==> src/rtl/fpu_issue_wb_if.sv <==
// ============================================================================
// Module      : fpu_issue_wb_if
// Description : Bundle of the request, core, response and fflags signals
//               between the FPU issue/writeback stage and its neighbours.
//               The stage sits on the slave side; the requester, core and
//               consumer together sit on the master side.
// Revision    : 1.0 - initial release
// ============================================================================
`timescale 1ns/1ps
`default_nettype none

interface fpu_issue_wb_if #(
  parameter int TAG_W = 5
) ();

  // Request channel
  logic             req_valid;
  logic             req_ready;
  logic [6:0]       req_func7;
  logic [2:0]       req_func3;
  logic [4:0]       req_rs2;
  logic [63:0]      req_op_a;
  logic [63:0]      req_op_b;
  logic [TAG_W-1:0] req_tag;
  logic [2:0]       frm_in;

  // Combinational core interface
  logic [6:0]       fpu_func7;
  logic [2:0]       fpu_func3;
  logic [4:0]       fpu_rs2;
  logic [63:0]      fpu_operand_a;
  logic [63:0]      fpu_operand_b;
  logic [63:0]      fpu_result;
  logic [4:0]       fpu_flags;
  logic             fpu_flag_cmp;

  // Response channel
  logic             rsp_valid;
  logic             rsp_ready;
  logic [63:0]      rsp_result;
  logic [4:0]       rsp_flags;
  logic [TAG_W-1:0] rsp_tag;
  logic             rsp_illegal;

  // Sticky exception flags
  logic             fflags_clr;
  logic [4:0]       fflags_acc;

  modport master (
    output req_valid, req_func7, req_func3, req_rs2, req_op_a, req_op_b,
           req_tag, frm_in,
    input  req_ready,
    input  fpu_func7, fpu_func3, fpu_rs2, fpu_operand_a, fpu_operand_b,
    output fpu_result, fpu_flags, fpu_flag_cmp,
    input  rsp_valid, rsp_result, rsp_flags, rsp_tag, rsp_illegal,
    output rsp_ready,
    output fflags_clr,
    input  fflags_acc
  );

  modport slave (
    input  req_valid, req_func7, req_func3, req_rs2, req_op_a, req_op_b,
           req_tag, frm_in,
    output req_ready,
    output fpu_func7, fpu_func3, fpu_rs2, fpu_operand_a, fpu_operand_b,
    input  fpu_result, fpu_flags, fpu_flag_cmp,
    output rsp_valid, rsp_result, rsp_flags, rsp_tag, rsp_illegal,
    input  rsp_ready,
    input  fflags_clr,
    output fflags_acc
  );

endinterface

`default_nettype wire

==> src/rtl/fpu_issue_wb.sv <==
// ============================================================================
// Module      : fpu_issue_wb
// Description : Issue/writeback stage around a combinational FPU core.
//               Accepts one request at a time, resolves the dynamic rounding
//               mode, holds the core operands stable for LATENCY cycles,
//               formats the captured result and returns it over a
//               valid/ready response while accumulating sticky fflags.
// Revision    : 1.0 - initial release
// ============================================================================
`timescale 1ns/1ps
`default_nettype none

module fpu_issue_wb #(
  parameter int LATENCY = 1,
  parameter int TAG_W   = 5
) (
  input  wire logic       clk,
  input  wire logic       rst_n,
  fpu_issue_wb_if.slave   bus
);

  // Counter only has to hold LATENCY-1
  localparam int CNT_W = (LATENCY > 1) ? $clog2(LATENCY) : 1;
  localparam logic [CNT_W-1:0] c_CNT_INIT = CNT_W'(LATENCY - 1);

  // Opcodes that need special result formatting
  localparam logic [6:0] c_F7_FADD_S   = 7'b0000000;
  localparam logic [6:0] c_F7_FSUB_S   = 7'b0000100;
  localparam logic [6:0] c_F7_FMUL_S   = 7'b0001000;
  localparam logic [6:0] c_F7_FCVT_S_D = 7'b0100000;
  localparam logic [6:0] c_F7_FCVT_S_W = 7'b1101000;
  localparam logic [6:0] c_F7_FCVT_W_S = 7'b1100000;
  localparam logic [6:0] c_F7_FCVT_W_D = 7'b1100001;
  localparam logic [6:0] c_F7_FCMP_S   = 7'b1010000;
  localparam logic [6:0] c_F7_FCMP_D   = 7'b1010001;

  typedef enum logic [1:0] {
    ST_IDLE = 2'd0,
    ST_EXEC = 2'd1,
    ST_RESP = 2'd2
  } state_t;

  state_t           state_q,   state_d;
  logic [6:0]       func7_q,   func7_d;
  logic [2:0]       func3_q,   func3_d;
  logic [4:0]       rs2_q,     rs2_d;
  logic [63:0]      op_a_q,    op_a_d;
  logic [63:0]      op_b_q,    op_b_d;
  logic [TAG_W-1:0] tag_q,     tag_d;
  logic [CNT_W-1:0] cnt_q,     cnt_d;
  logic [63:0]      result_q,  result_d;
  logic [4:0]       flags_q,   flags_d;
  logic             illegal_q, illegal_d;
  logic [4:0]       acc_q,     acc_d;

  logic             w_req_ready;
  logic             w_accept;
  logic             w_rsp_hs;
  logic             w_is_cmp;
  logic [2:0]       w_rm;
  logic             w_rm_bad;
  logic [63:0]      w_fmt_result;

  assign w_req_ready = (state_q == ST_IDLE) || ((state_q == ST_RESP) && bus.rsp_ready);
  assign w_accept    = bus.req_valid && w_req_ready;
  assign w_rsp_hs    = (state_q == ST_RESP) && bus.rsp_ready;

  // Compares carry a predicate in func3, so they skip rounding-mode resolution
  assign w_is_cmp = (bus.req_func7 == c_F7_FCMP_S) || (bus.req_func7 == c_F7_FCMP_D);
  assign w_rm     = (bus.req_func3 == 3'b111) ? bus.frm_in : bus.req_func3;
  assign w_rm_bad = !w_is_cmp &&
                    ((w_rm == 3'b101) || (w_rm == 3'b110) || (w_rm == 3'b111));

  // Shape the raw core result according to the opcode held in the core registers
  always_comb begin
    w_fmt_result = bus.fpu_result;
    case (func7_q)
      c_F7_FCMP_S, c_F7_FCMP_D:
        w_fmt_result = {63'b0, bus.fpu_flag_cmp};
      c_F7_FADD_S, c_F7_FSUB_S, c_F7_FMUL_S, c_F7_FCVT_S_D, c_F7_FCVT_S_W:
        w_fmt_result = {32'hFFFF_FFFF, bus.fpu_result[31:0]};
      c_F7_FCVT_W_S, c_F7_FCVT_W_D:
        w_fmt_result = {{32{bus.fpu_result[31]}}, bus.fpu_result[31:0]};
      default:
        w_fmt_result = bus.fpu_result;
    endcase
  end

  // Next-state and datapath update: accept, count down, capture, hand off
  always_comb begin
    state_d   = state_q;
    func7_d   = func7_q;
    func3_d   = func3_q;
    rs2_d     = rs2_q;
    op_a_d    = op_a_q;
    op_b_d    = op_b_q;
    tag_d     = tag_q;
    cnt_d     = cnt_q;
    result_d  = result_q;
    flags_d   = flags_q;
    illegal_d = illegal_q;

    case (state_q)
      ST_EXEC: begin
        if (cnt_q == '0) begin
          result_d  = w_fmt_result;
          flags_d   = bus.fpu_flags;
          illegal_d = 1'b0;
          state_d   = ST_RESP;
        end else begin
          cnt_d = cnt_q - 1'b1;
        end
      end
      ST_RESP: begin
        if (w_rsp_hs) begin
          state_d = ST_IDLE;
        end
      end
      default: begin
        state_d = state_q;
      end
    endcase

    // A new request overrides the IDLE fall-back of a completing handshake.
    // An illegal rounding mode never reaches the core, so its registers stay put.
    if (w_accept) begin
      tag_d = bus.req_tag;
      if (w_rm_bad) begin
        result_d  = '0;
        flags_d   = '0;
        illegal_d = 1'b1;
        state_d   = ST_RESP;
      end else begin
        func7_d = bus.req_func7;
        func3_d = w_is_cmp ? bus.req_func3 : w_rm;
        rs2_d   = bus.req_rs2;
        op_a_d  = bus.req_op_a;
        op_b_d  = bus.req_op_b;
        cnt_d   = c_CNT_INIT;
        state_d = ST_EXEC;
      end
    end

    // Flags arriving on a handshake survive a simultaneous clear
    acc_d = (bus.fflags_clr ? 5'b0 : acc_q) | (w_rsp_hs ? flags_q : 5'b0);
  end

  // State and datapath registers
  always_ff @(posedge clk or negedge rst_n) begin
    if (!rst_n) begin
      state_q   <= ST_IDLE;
      func7_q   <= '0;
      func3_q   <= '0;
      rs2_q     <= '0;
      op_a_q    <= '0;
      op_b_q    <= '0;
      tag_q     <= '0;
      cnt_q     <= '0;
      result_q  <= '0;
      flags_q   <= '0;
      illegal_q <= 1'b0;
      acc_q     <= '0;
    end else begin
      state_q   <= state_d;
      func7_q   <= func7_d;
      func3_q   <= func3_d;
      rs2_q     <= rs2_d;
      op_a_q    <= op_a_d;
      op_b_q    <= op_b_d;
      tag_q     <= tag_d;
      cnt_q     <= cnt_d;
      result_q  <= result_d;
      flags_q   <= flags_d;
      illegal_q <= illegal_d;
      acc_q     <= acc_d;
    end
  end

  assign bus.req_ready     = w_req_ready;
  assign bus.fpu_func7     = func7_q;
  assign bus.fpu_func3     = func3_q;
  assign bus.fpu_rs2       = rs2_q;
  assign bus.fpu_operand_a = op_a_q;
  assign bus.fpu_operand_b = op_b_q;
  assign bus.rsp_valid     = (state_q == ST_RESP);
  assign bus.rsp_result    = result_q;
  assign bus.rsp_flags     = flags_q;
  assign bus.rsp_tag       = tag_q;
  assign bus.rsp_illegal   = illegal_q;
  assign bus.fflags_acc    = acc_q;

endmodule

`default_nettype wire
==> src/flat_wrapper.sv <==
// flat-port wrapper written by rule: the top's interface ports become plain ports
module fpu_issue_wb_flat 
#(
  parameter int LATENCY = 1,
  parameter int TAG_W   = 5
)
  (clk, rst_n, bus_req_valid, bus_req_func7, bus_req_func3, bus_req_rs2, bus_req_op_a, bus_req_op_b, bus_req_tag, bus_frm_in, bus_req_ready, bus_fpu_func7, bus_fpu_func3, bus_fpu_rs2, bus_fpu_operand_a, bus_fpu_operand_b, bus_fpu_result, bus_fpu_flags, bus_fpu_flag_cmp, bus_rsp_valid, bus_rsp_result, bus_rsp_flags, bus_rsp_tag, bus_rsp_illegal, bus_rsp_ready, bus_fflags_clr, bus_fflags_acc);
  fpu_issue_wb_if #(.TAG_W(TAG_W)) bus_i ();
  input  wire logic clk;
  input  wire logic rst_n;
  input wire logic [$bits(bus_i.req_valid)-1:0] bus_req_valid;
  input wire logic [$bits(bus_i.req_func7)-1:0] bus_req_func7;
  input wire logic [$bits(bus_i.req_func3)-1:0] bus_req_func3;
  input wire logic [$bits(bus_i.req_rs2)-1:0] bus_req_rs2;
  input wire logic [$bits(bus_i.req_op_a)-1:0] bus_req_op_a;
  input wire logic [$bits(bus_i.req_op_b)-1:0] bus_req_op_b;
  input wire logic [$bits(bus_i.req_tag)-1:0] bus_req_tag;
  input wire logic [$bits(bus_i.frm_in)-1:0] bus_frm_in;
  output wire logic [$bits(bus_i.req_ready)-1:0] bus_req_ready;
  output wire logic [$bits(bus_i.fpu_func7)-1:0] bus_fpu_func7;
  output wire logic [$bits(bus_i.fpu_func3)-1:0] bus_fpu_func3;
  output wire logic [$bits(bus_i.fpu_rs2)-1:0] bus_fpu_rs2;
  output wire logic [$bits(bus_i.fpu_operand_a)-1:0] bus_fpu_operand_a;
  output wire logic [$bits(bus_i.fpu_operand_b)-1:0] bus_fpu_operand_b;
  input wire logic [$bits(bus_i.fpu_result)-1:0] bus_fpu_result;
  input wire logic [$bits(bus_i.fpu_flags)-1:0] bus_fpu_flags;
  input wire logic [$bits(bus_i.fpu_flag_cmp)-1:0] bus_fpu_flag_cmp;
  output wire logic [$bits(bus_i.rsp_valid)-1:0] bus_rsp_valid;
  output wire logic [$bits(bus_i.rsp_result)-1:0] bus_rsp_result;
  output wire logic [$bits(bus_i.rsp_flags)-1:0] bus_rsp_flags;
  output wire logic [$bits(bus_i.rsp_tag)-1:0] bus_rsp_tag;
  output wire logic [$bits(bus_i.rsp_illegal)-1:0] bus_rsp_illegal;
  input wire logic [$bits(bus_i.rsp_ready)-1:0] bus_rsp_ready;
  input wire logic [$bits(bus_i.fflags_clr)-1:0] bus_fflags_clr;
  output wire logic [$bits(bus_i.fflags_acc)-1:0] bus_fflags_acc;
  assign bus_i.req_valid = bus_req_valid;
  assign bus_i.req_func7 = bus_req_func7;
  assign bus_i.req_func3 = bus_req_func3;
  assign bus_i.req_rs2 = bus_req_rs2;
  assign bus_i.req_op_a = bus_req_op_a;
  assign bus_i.req_op_b = bus_req_op_b;
  assign bus_i.req_tag = bus_req_tag;
  assign bus_i.frm_in = bus_frm_in;
  assign bus_req_ready = bus_i.req_ready;
  assign bus_fpu_func7 = bus_i.fpu_func7;
  assign bus_fpu_func3 = bus_i.fpu_func3;
  assign bus_fpu_rs2 = bus_i.fpu_rs2;
  assign bus_fpu_operand_a = bus_i.fpu_operand_a;
  assign bus_fpu_operand_b = bus_i.fpu_operand_b;
  assign bus_i.fpu_result = bus_fpu_result;
  assign bus_i.fpu_flags = bus_fpu_flags;
  assign bus_i.fpu_flag_cmp = bus_fpu_flag_cmp;
  assign bus_rsp_valid = bus_i.rsp_valid;
  assign bus_rsp_result = bus_i.rsp_result;
  assign bus_rsp_flags = bus_i.rsp_flags;
  assign bus_rsp_tag = bus_i.rsp_tag;
  assign bus_rsp_illegal = bus_i.rsp_illegal;
  assign bus_i.rsp_ready = bus_rsp_ready;
  assign bus_i.fflags_clr = bus_fflags_clr;
  assign bus_fflags_acc = bus_i.fflags_acc;
  fpu_issue_wb #(.LATENCY(LATENCY), .TAG_W(TAG_W)) u_core (.clk(clk), .rst_n(rst_n), .bus(bus_i));
endmodule
==> config.mk <==
export PLATFORM = sky130hd
export DESIGN_NAME = fpu_issue_wb_flat
export DESIGN_NICKNAME = d
export VERILOG_FILES = /design/src/rtl/fpu_issue_wb_if.sv /design/src/rtl/fpu_issue_wb.sv /design/src/flat_wrapper.sv
export SDC_FILE = /design/constraint.sdc
export NUM_CORES = 1
export LEC_CHECK = 0
export BUFFER_PORTS_ARGS = -buffer_cell sky130_fd_sc_hd__buf_2
export CAP_MARGIN = 30
export CORE_AREA = 2 2 176 178
export CTS_CLUSTER_DIAMETER = 120
export DETAILED_ROUTE_END_ITERATION = 10
export DIE_AREA = 0 0 178 180
export PLACE_DENSITY_LB_ADDON = 0.1
export SETUP_SLACK_MARGIN = 0.15
export SLEW_MARGIN = 20
export SYNTH_ARGS = -nofsm -noshare
export SYNTH_HDL_FRONTEND = slang
export SYNTH_SLANG_ARGS = --single-unit
==> constraint.sdc <==
create_clock -name clk -period 2.7 [get_ports clk]
set_input_delay 0.54 -clock clk [delete_from_list [all_inputs] [get_ports clk]]
set_output_delay 0.54 -clock clk [all_outputs]
set_load 0.02 [all_outputs]
==> Implementation_results.wiki, run 1 <==
{| class="wikitable"
! Metric !! Value
|-
| Relative area change from synthesis to final layout || 42.2%
|-
| Overall Global Routing Usage || 0.168
|-
| Largest delay contributor family on the critical path || compound AO/OA/AOI/OAI gates
|-
| Flop and latch count out of synthesis || 226
|-
| Post-synthesis average cell area || 13.3 um^2
|-
| Clock skew || 0.00837 ns
|-
| Top-count cell post-synth || dfrtp_1
|-
| Vias in the first global route || 7203
|-
| Core Util, Final || 0.417
|-
| Cells resized by post-CTS repair || 0
|-
| Gate Count Post-Synth || 666
|-
| Nets in the synthesized netlist || 895
|-
| CTS tree || yes
|-
| Slew at the pin with the worst max-slew slack || 0.574 ns
|-
| Fin nets || 1359
|-
| Clock insertion delay at the later pin of the skew report || 0.53 ns
|-
| Count of synthesis-stage warnings from yosys || 0
|-
| Via/cell ratio || 4.49
|-
| Dominant cell type by area after synthesis || dfrtp_1
|-
| Max rail drop VDD || 0.000655 V
|-
| Slowest cell on the critical path || dfrtp_1
|-
| Clock root buffer master || clkbuf_16
|-
| Post-synth top flop || dfrtp_1
|-
| Total count of hold-check failures in the final report || 0
|-
| Grt total ovfl || 0
|-
| Worst path buffer plus inverter count || 2
|-
| Fraction of final layout cells sized beyond drive strength 1 || 0.526
|-
| Clock sink total || 226
|-
| Final total negative setup slack || 0 ns
|-
| Number of vias in the routed layout || 6962
|-
| Clock-pin slew reported for the worst setup and hold paths after clock tree synthesis || 0.06 ns
|-
| Largest stage delay on the critical path || 0.39 ns
|-
| Area of the die || 32000 um^2
|-
| Wirelength, routed || 27500 um
|-
| X dimension of the die || 178 um
|-
| Highest clock frequency the design can meet || 430 MHz
|-
| Level count of the clock H-tree || 1
|-
| Series of cell instances along the critical path || inv_1, ha_1, a21o_1, and2_1, o31a_2, buf_4, mux2_1
|-
| IO buf count || 450
|-
| Worst setup path category || flop to flop
|-
| Antenna violations before repair || 8
|-
| Total power density per cell area || 1270 nW/um^2
|-
| DRC violation count after routing || 0
|-
| Final weighted congestion in routability-driven placement || 0.749
|-
| Fraction of synthesis flops using an asynchronous set or reset pin || 1.00
|-
| Yosys top cell area share || 0.638
|-
| Max-slew violation total from the final report || 0
|-
| Number of placement rows || 64
|-
| Worst setup slack after layout || 0.373 ns
|-
| Average wire length per cell after detail routing || 17.7 um
|-
| Normalized max-slew margin || 0.617
|-
| Buffer levels on the longest clock path || 3
|-
| Setup repair after global routing missed its margin || false
|-
| Proportion of synthesized chip area in sequential cells || 0.638
|-
| Core region area || 30200 um^2
|-
| Static leakage || 6.30 nW
|-
| Post-CTS setup buffer count || 0
|-
| Violation count after the first detailed-routing iteration || 271
|-
| Number of top-level pins || 451
|-
| Worst hold-check path type || input pin to flop
|-
| Total half-perimeter wirelength after legalization and detailed placement || 20100 um
|-
| Data required time at the worst endpoint || 3.10 ns
|-
| Share of the clock period used by the worst path || 0.862
|-
| Summed instance area of the synthesized netlist || 8860 um^2
|-
| Global-route wire length before repair || 42200 um
|-
| Post-layout min period || 2.33 ns
|-
| Commonest cells post-synth || 226 x dfrtp_1, 85 x mux2_2, 67 x nand2_1, 67 x nor2_1, 58 x mux2_1
|-
| Pin count of the biggest net entering global routing || 72
|-
| Number of distinct standard cells referenced by the synthesized netlist || 36
|-
| Arrival time worst endpoint || 2.73 ns
|-
| Starting Density || 0.293
|-
| Number of CTS-inserted buffers || 27
|-
| Die H || 180 um
|-
| Final Setup Violations || 0
|-
| Worst-case setup slack after placement || 0.273 ns
|-
| Result of the run || completed
|-
| Critical path endpoint category || flop
|-
| Number of enable-type register cells in the synthesized netlist || 0
|-
| Crit path max fanout || 22
|-
| Nature of the critical path startpoint || flop
|-
| First-pass DRT Iterations || 4
|-
| Max-cap violation count || 0
|-
| Dominant cells by area after synthesis || dfrtp_1 64%, mux2_2 11%, mux2_1 7.4%
|-
| Number of buffers inserted for hold repair after clock tree synthesis || 1
|-
| Post-detailed-route count of antenna-violating nets || 0
|}
[path summary, 6_finish.rpt]
kind	end	slack, ns	startpoint	cells after the start
worst max-delay path	u_core.bus.fpu_operand_a[44]	0.37	u_core.state_q[0]	7
worst min register to register	u_core.bus.fpu_operand_a[29]	0.48	u_core.bus.fpu_operand_a[29]	1
worst max register to register	u_core.bus.fpu_operand_a[44]	0.37	u_core.state_q[0]	7
worst min-delay path	u_core.bus.rsp_tag[0]	0.21	bus_req_tag[0]	3
min in group asynchronous	u_core.bus.fpu_operand_b[3]	0.57	rst_n	2
max in group asynchronous	u_core.bus.fpu_operand_a[54]	1.33	rst_n	3
[worst min-delay path, cell delays in order]
cell and delay, ns:
buf_2 0.08, nand2_1 0.04, nand2_1 0.04
[stage by stage]
stage               cell area, um^2  hold slack, ns  power, mW  cells
floorplan                      8860           0.244       10.0    666
global placement              11700           0.458       12.7   1496
detailed placement            11700           0.469       12.8   1496
CTS                           12600           0.171       16.3   1545
global route                  12600           0.202       17.1   1551
finish                        12600           0.210       16.0   1552
[area by class of cell]
class | instances | area [um^2]
fillers | 3061 | 17600
flip-flops and latches | 226 | 5660
multi-input cells | 391 | 2980
repair buffers | 476 | 2600
clock buffers | 42 | 772
well taps | 396 | 495
clock inverters | 6 | 55.1
inverters | 8 | 30.0
diodes | 7 | 17.5
[flip-flops by register name, indices dropped and copies added (netlist names)]
signal / flops
u_core.bus.fpu_operand_a: 64
u_core.bus.fpu_operand_b: 64
u_core.bus.rsp_result: 64
u_core.bus.fpu_func7: 7
u_core.bus.fflags_acc: 5
u_core.bus.fpu_rs2: 5
u_core.bus.rsp_flags: 5
u_core.bus.rsp_tag: 5
u_core.bus.fpu_func3: 3
u_core.state_q: 2
u_core.bus.rsp_illegal: 1
u_core.cnt_q: 1
[power by group]
group / total, mW / switching (mW) / internal, mW
clock: 3.45 / 1.40 / 2.04
combinational: 6.83 / 4.13 / 2.69
sequential: 5.77 / 0.787 / 4.99
total: 16.0 / 6.32 / 9.72
[cells by family (layout without fill, tap and decap cells)]
| family | Yosys count | after routing | synth area share |
|---|---|---|---|
| other | 0 | 7 | 0 |
| AOI/OAI and AO/OA | 94 | 94 | 0.0763 |
| muxes | 144 | 144 | 0.183 |
| adders and majority gates | 4 | 4 | 0.00537 |
| buffers and inverters | 49 | 532 | 0.0281 |
| and+or+nand+nor | 149 | 149 | 0.0691 |
| DFF | 226 | 226 | 0.638 |
[placed cells by master (no fill, tap or decap), types with 5 or more instances in the layout]
master | Yosys | final
buf_2 | 10 | 449
dfrtp_1 | 226 | 226
mux2_2 | 85 | 85
nand2_1 | 67 | 67
nor2_1 | 67 | 67
mux2_1 | 58 | 58
a211oi_1 | 33 | 33
a22oi_1 | 31 | 31
clkbuf_16 | 0 | 27
buf_4 | 0 | 14
clkbuf_1 | 21 | 11
buf_12 | 0 | 11
inv_1 | 8 | 8
diode_2 | 0 | 7
o21ai_0 | 7 | 7
a21oi_1 | 7 | 6
clkinv_2 | 0 | 5
[layer usage]
metal  part of all wire  track usage  vias up
met2               0.51        0.295      257
met5            0.00047            0        -
met1               0.38        0.196     3393
li1                   -            -     3267
met4              0.021       0.0485        2
met3              0.085       0.0508       43
No activity file was read; power rests on OpenSTA's default activity.
==> run 2: changes to the inputs <==
--- a/config.mk
+++ b/config.mk
@@ -12,6 +12,7 @@
 export DETAILED_ROUTE_END_ITERATION = 10
 export DIE_AREA = 0 0 178 180
 export PLACE_DENSITY_LB_ADDON = 0.1
+export RECOVER_POWER = 25
 export SETUP_SLACK_MARGIN = 0.15
 export SLEW_MARGIN = 20
 export SYNTH_ARGS = -nofsm -noshare
==> Implementation_results.wiki, run 2 (synthesis gave the netlist of run 1 again) <==
{| class="wikitable"
! Metric !! Value
|-
| Result of the run || completed (unchanged)
|-
| Cells resized by post-CTS repair || 0 (unchanged)
|-
| Number of buffers inserted for hold repair after clock tree synthesis || 1 (unchanged)
|-
| Flip-flop and latch area || 5660 um^2 (unchanged)
|-
| Buffer levels on the longest clock path || 3 (unchanged)
|-
| Post-CTS setup buffer count || 0 (unchanged)
|-
| Final Setup Violations || 0 (unchanged)
|-
| Clk network pwr share || 0.215 (about the same)
|-
| Largest stage delay on the critical path || 0.39 ns (about the same)
|-
| Area of the die || 32000 um^2 (unchanged)
|-
| Filler cell count || 3062 (was 3061)
|-
| Final total negative setup slack || 0 ns (unchanged)
|-
| Post-detailed-route count of antenna-violating nets || 0 (unchanged)
|-
| Total half-perimeter wirelength after legalization and detailed placement || 20100 um (unchanged)
|-
| X dimension of the die || 178 um (unchanged)
|-
| Max-cap violation count || 0 (unchanged)
|-
| Grt total ovfl || 0 (unchanged)
|-
| Number of gates on the worst path with buffers counted || 7 (unchanged)
|-
| Antenna violations before repair || 8 (unchanged)
|-
| Endpoint of the most critical register-to-register path || u_core.bus.fpu_operand_a[43] (was u_core.bus.fpu_operand_a[44])
|-
| Most used cells in the layout excluding fill and tap cells || 450 x buf_2, 226 x dfrtp_1, 85 x mux2_2 (was 449 x buf_2, 226 x dfrtp_1, 85 x mux2_2)
|-
| Highest clock frequency the design can meet || 429 MHz (was 430 MHz)
|-
| Relative area change from synthesis to final layout || 42.0% (was 42.2%)
|-
| Die H || 180 um (unchanged)
|-
| Start point of the critical path || u_core.state_q[0] (unchanged)
|-
| Critical path endpoint category || flop (unchanged)
|-
| Seq pwr share || 0.360 (about the same)
|-
| Crit path max fanout || 22 (unchanged)
|-
| Most frequent standard cell in the layout excluding fill and tap cells || buf_2 (unchanged)
|-
| CTS tree || yes (unchanged)
|-
| Normalized max-slew margin || 0.202 (was 0.617)
|-
| Wirelength, routed || 27500 um (about the same)
|-
| Number of cell instances on the worst register-to-register path || 7 (unchanged)
|-
| Worst setup path endpoint || u_core.bus.fpu_operand_a[43] (was u_core.bus.fpu_operand_a[44])
|-
| Number of placement rows || 64 (unchanged)
|-
| Nature of the critical path startpoint || flop (unchanged)
|-
| Total power density per cell area || 1280 nW/um^2 (was 1270 nW/um^2)
|-
| Worst path buffer plus inverter count || 2 (unchanged)
|-
| Total area of multi-input combinational cells || 2980 um^2 (unchanged)
|-
| Max rail drop VDD || 0.000655 V (about the same)
|-
| Post-layout min period || 2.33 ns (about the same)
|-
| Setup repair after global routing missed its margin || false (unchanged)
|-
| Share of the clock period used by the worst path || 0.864 (was 0.862)
|-
| Arrival time worst endpoint || 2.73 ns (about the same)
|-
| Fin nets || 1359 (unchanged)
|-
| Worst setup path category || flop to flop (unchanged)
|-
| Core region area || 30200 um^2 (unchanged)
|-
| Starting Density || 0.293 (unchanged)
|-
| Clock-pin slew reported for the worst setup and hold paths after clock tree synthesis || 0.06 ns (about the same)
|-
| Series of cell instances along the critical path || inv_1, ha_1, a21o_1, and2_1, o31a_2, buf_4, mux2_1 (unchanged)
|-
| DRC violation count after routing || 0 (unchanged)
|-
| Number of vias in the routed layout || 6969 (was 6962)
|-
| Core Util, Final || 0.417 (about the same)
|-
| IO buf count || 450 (unchanged)
|-
| Clock sink total || 226 (unchanged)
|-
| Global-route wire length before repair || 42200 um (unchanged)
|-
| Average wire length per cell after detail routing || 17.7 um (about the same)
|-
| Clock insertion delay at the later pin of the skew report || 0.53 ns (about the same)
|-
| Fraction of power spent switching nets || 0.394 (about the same)
|-
| Total count of hold-check failures in the final report || 0 (unchanged)
|-
| Slew at the pin with the worst max-slew slack || 1.20 ns (was 0.574 ns)
|-
| Number of top-level pins || 451 (unchanged)
|-
| Data required time at the worst endpoint || 3.10 ns (about the same)
|-
| Power spent charging and discharging nets || 6.33 mW (was 6.32 mW)
|-
| Power Internal || 9.72 mW (about the same)
|-
| Max-slew violation total from the final report || 0 (unchanged)
|-
| Vias in the first global route || 7203 (unchanged)
|-
| Reg-to-reg startpoint || u_core.state_q[0] (unchanged)
|-
| Pin count of the biggest net entering global routing || 72 (unchanged)
|-
| Clock skew || 0.00931 ns (was 0.00837 ns)
|-
| Largest delay contributor family on the critical path || compound AO/OA/AOI/OAI gates (unchanged)
|-
| Fraction of final layout cells sized beyond drive strength 1 || 0.525 (was 0.526)
|-
| Slowest cell on the critical path || dfrtp_1 (unchanged)
|-
| Violation count after the first detailed-routing iteration || 279 (was 271)
|-
| Level count of the clock H-tree || 1 (unchanged)
|-
| Static leakage || 6.29 nW (was 6.30 nW)
|-
| First-pass DRT Iterations || 4 (unchanged)
|-
| Worst hold-check path type || input pin to flop (unchanged)
|-
| WHS || 0.207 ns (was 0.210 ns)
|-
| Number of CTS-inserted buffers || 27 (unchanged)
|-
| Comb power frac || 0.425 (about the same)
|-
| Register-to-register path setup slack || 0.37 ns (about the same)
|-
| Overall Global Routing Usage || 0.168 (unchanged)
|-
| Clock root buffer master || clkbuf_16 (unchanged)
|-
| Final weighted congestion in routability-driven placement || 0.749 (unchanged)
|-
| Via/cell ratio || 4.49 (about the same)
|}
run 2: worst min-delay path: stages:
cell     delay (ns)
buf_2          0.08
nand2_1        0.04
nand2_1        0.04
run 2: final cells by class:
type | instances | share of cell area
clock buffer | 42 | 0.0614
clock inverter | 6 | 0.00438
tap | 396 | 0.0394
sequential | 226 | 0.449
multi-input combinational | 391 | 0.237
antenna | 7 | 0.00139
inverter | 8 | 0.00239
timing repair buffer | 476 | 0.205
run 2: power by group through the flow:
stage / Sequential (mW) / Combinational, mW / Clock, mW
3_5_place_dp: 5.81 / 6.97 / 0
3_3_place_gp: 5.78 / 6.91 / 0
6_report: 5.77 / 6.82 / 3.45
4_1_cts: 5.79 / 6.98 / 3.56
5_1_grt: 6.00 / 7.37 / 3.73
2_1_floorplan: 7.78 / 2.24 / 0
run 2: worst min path at each step:
stage	startpoint	to	slack [ns]	depth (start not counted)
final	bus_req_tag[0]	u_core.bus.rsp_tag[0]	0.21	3
after global routing	bus_req_op_a[49]	u_core.bus.fpu_operand_a[49]	0.20	2
after CTS	bus_req_tag[0]	u_core.bus.rsp_tag[0]	0.17	3
after detailed placement	u_core.bus.fpu_operand_a[29]	u_core.bus.fpu_operand_a[29]	0.47	1
after global placement	u_core.bus.rsp_tag[3]	u_core.bus.rsp_tag[3]	0.46	2
after floorplan	rst_n	u_core.bus.fflags_acc[0]	0.24	0
run 2: metrics by stage:
step	worst slack (ns)	area (um^2)	cells	power (mW)
2_1_floorplan	0.270	8860	666	10.0
3_3_place_gp	0.290	11700	1496	12.7
3_5_place_dp	0.273	11700	1496	12.8
4_1_cts	0.315	12600	1545	16.3
5_1_grt	0.142	12600	1551	17.1
6_report	0.366	12600	1552	16.0
run 2: per-layer routing:
metal  part of all wire  GRT usage  routed length (um)  up-vias
li1                   -          -                   -     3265
met1               0.39      0.196               10600     3412
met2               0.51      0.295               14000      249
met3              0.083     0.0508                2290       41
met4              0.021     0.0485                 574        2
met5            0.00047          0                  13        -
==> run 3: changes to the inputs <==
--- a/config.mk
+++ b/config.mk
@@ -5,12 +5,14 @@
 export SDC_FILE = /design/constraint.sdc
 export NUM_CORES = 1
 export LEC_CHECK = 0
+export ABC_CLOCK_PERIOD_IN_PS = 2700
 export BUFFER_PORTS_ARGS = -buffer_cell sky130_fd_sc_hd__buf_2
 export CAP_MARGIN = 30
 export CORE_AREA = 2 2 176 178
 export CTS_CLUSTER_DIAMETER = 120
 export DETAILED_ROUTE_END_ITERATION = 10
 export DIE_AREA = 0 0 178 180
+export GPL_TIMING_DRIVEN = 0
 export PLACE_DENSITY_LB_ADDON = 0.1
 export RECOVER_POWER = 25
 export SETUP_SLACK_MARGIN = 0.15
==> Implementation_results.wiki, run 3 (synthesis gave the netlist of run 1 again) <==
{| class="wikitable"
! Metric !! Value
|-
| Slew at the pin with the worst max-slew slack || 1.46 ns (was 1.20 ns)
|-
| Pin count of the biggest net entering global routing || 90 (was 72)
|-
| Worst hold stages || 3 (unchanged)
|-
| Final Setup Violations || 0 (unchanged)
|-
| Met1 Track Usage GR || 0.191 (was 0.196)
|-
| IO buf count || 450 (unchanged)
|-
| Average wire length per cell after detail routing || 17.3 um (was 17.7 um)
|-
| Via/cell ratio || 4.50 (was 4.49)
|-
| Normalized max-slew margin || 0.0280 (was 0.202)
|-
| Number of CTS-inserted buffers || 28 (was 27)
|-
| Post-layout min period || 2.36 ns (was 2.33 ns)
|-
| Max-slew violation total from the final report || 0 (unchanged)
|-
| Number of placement rows || 64 (unchanged)
|-
| Number of standard cells in the layout, taps in and fillers out || 1570 (was 1552)
|-
| Relative area change from synthesis to final layout || 42.4% (was 42.0%)
|-
| Buffer levels on the longest clock path || 3 (unchanged)
|-
| Met2 Usage GRT || 0.294 (was 0.295)
|-
| Overall Global Routing Usage || 0.165 (was 0.168)
|-
| Static leakage || 6.34 nW (was 6.29 nW)
|-
| Nature of the critical path startpoint || flop (unchanged)
|-
| Final weighted congestion in routability-driven placement || 0.756 (was 0.749)
|-
| Data required time at the worst endpoint || 3.11 ns (was 3.10 ns)
|-
| Grt total ovfl || 0 (unchanged)
|-
| Crit path max fanout || 10 (was 22)
|-
| Wirelength, routed || 27200 um (was 27500 um)
|-
| Max rail drop VDD || 0.000563 V (was 0.000655 V)
|-
| Share of the clock period used by the worst path || 0.873 (was 0.864)
|-
| Number of top-level pins || 451 (unchanged)
|-
| Clock skew || 0.00885 ns (was 0.00931 ns)
|-
| Fraction of final layout cells sized beyond drive strength 1 || 0.517 (was 0.525)
|-
| CTS tree || yes (unchanged)
|-
| First-pass DRT Iterations || 5 (was 4)
|-
| Result of the run || completed (unchanged)
|-
| Core region area || 30200 um^2 (unchanged)
|-
| Total power density per cell area || 1280 nW/um^2 (about the same)
|-
| Worst setup path category || flop to flop (unchanged)
|-
| Most used routing layer in global routing || met2 (unchanged)
|-
| Met3 capacity usage during global routing || 0.0499 (was 0.0508)
|-
| Most used cells in the layout excluding fill and tap cells || 458 x buf_2, 226 x dfrtp_1, 85 x mux2_2 (was 450 x buf_2, 226 x dfrtp_1, 85 x mux2_2)
|-
| Level count of the clock H-tree || 1 (unchanged)
|-
| Total count of hold-check failures in the final report || 0 (unchanged)
|-
| Clock-pin slew reported for the worst setup and hold paths after clock tree synthesis || 0.06 ns (about the same)
|-
| Fin nets || 1379 (was 1359)
|-
| Worst-case setup slack after placement || -0.00524 ns (was 0.273 ns)
|-
| Number of cells in the design after placement || 1514 (was 1496)
|-
| Clock sink total || 226 (unchanged)
|-
| WHS || 0.208 ns (was 0.207 ns)
|-
| Die H || 180 um (unchanged)
|-
| Worst hold-check path type || input pin to flop (unchanged)
|-
| Total half-perimeter wirelength after legalization and detailed placement || 20800 um (was 20100 um)
|-
| Highest clock frequency the design can meet || 424 MHz (was 429 MHz)
|-
| Max-cap violation count || 0 (unchanged)
|-
| Arrival time worst endpoint || 2.76 ns (was 2.73 ns)
|-
| Number of cell instances on the worst register-to-register path || 9 (was 7)
|-
| Starting Density || 0.293 (unchanged)
|-
| Post-detailed-route count of antenna-violating nets || 0 (unchanged)
|-
| Antenna violations before repair || 5 (was 8)
|-
| X dimension of the die || 178 um (unchanged)
|-
| DRC violation count after routing || 0 (unchanged)
|-
| Clock insertion delay at the later pin of the skew report || 0.53 ns (about the same)
|-
| Global-route wire length before repair || 41300 um (was 42200 um)
|-
| Most frequent standard cell in the layout excluding fill and tap cells || buf_2 (unchanged)
|-
| Violation count after the first detailed-routing iteration || 297 (was 279)
|-
| Vias in the first global route || 7195 (was 7203)
|-
| Area of the die || 32000 um^2 (unchanged)
|-
| Clock root buffer master || clkbuf_16 (unchanged)
|-
| Worst setup slack after layout || 0.343 ns (was 0.366 ns)
|-
| Setup repair after global routing missed its margin || false (unchanged)
|-
| Number of vias in the routed layout || 7064 (was 6969)
|-
| Critical path endpoint category || flop (unchanged)
|}
[run 3: repair_timing]
item / CTS / global route
gates resized for setup: 1 / 5
setup endpoints to repair: 207 / 138
pin swaps: 1 / 0
setup buffers: 1 / 0
hold buffers: 1 / 0
cloned: 0 / 0
hold endpoints to repair: 50 / 0
[run 3: cell type report]
cell class	instances	area, um^2
antenna	4	10.0
clock buffer	40	847
multi-input combinational	391	2960
tap	396	495
sequential	226	5660
timing repair buffer	454	2340
fill	3017	17600
buffer	41	229
inverter	8	30.0
clock inverter	10	50.0
[run 3: worst paths after layout]
check	start	end	slack [ns]
hold / removal	bus_req_tag[0]	u_core.bus.rsp_tag[0]	0.21
setup reg to reg	u_core.state_q[0]	u_core.bus.fpu_func7[2]	0.34
min in group asynchronous	rst_n	u_core.bus.fpu_operand_b[23]	0.92
max in group asynchronous	rst_n	u_core.bus.fflags_acc[1]	0.65
setup / recovery	u_core.state_q[0]	u_core.bus.fpu_func7[2]	0.34
hold reg to reg	u_core.bus.rsp_tag[1]	u_core.bus.rsp_tag[1]	0.47
[run 3: power by group]
| part | internal (mW) | switching [mW] |
|---|---|---|
| clock network | 2.16 | 1.42 |
| logic | 2.64 | 4.14 |
| registers | 4.99 | 0.776 |
[run 3: worst max-delay path, cell delays in order, from the launching register on]
cell      delay, ns
dfrtp_1        0.39
inv_1          0.09
ha_1           0.23
a21o_1         0.18
and2_1         0.13
clkbuf_4       0.19
o31a_1         0.15
buf_4          0.19
buf_2          0.31
mux2_2         0.38
[run 3: through the flow]
stage	setup TNS [ns]	power, mW	instance area, um^2	util
after floorplan	0	10.0	8860	-
after global placement	-759.22	12.6	11600	0.384
after detailed placement	-0.0201	12.7	11700	0.387
after CTS	0	16.4	12600	0.418
after global routing	0	17.2	12600	0.418
final	0	16.1	12600	0.418
[run 3: per-layer routing]
| metal | vias to the layer above | part of all wire | routed length (um) |
|---|---|---|---|
| li1 | 3312 | - | - |
| met1 | 3459 | 0.37 | 10200 |
| met2 | 258 | 0.52 | 14200 |
| met3 | 33 | 0.087 | 2380 |
| met4 | 2 | 0.016 | 424 |
| met5 | - | 0.00040 | 11 |
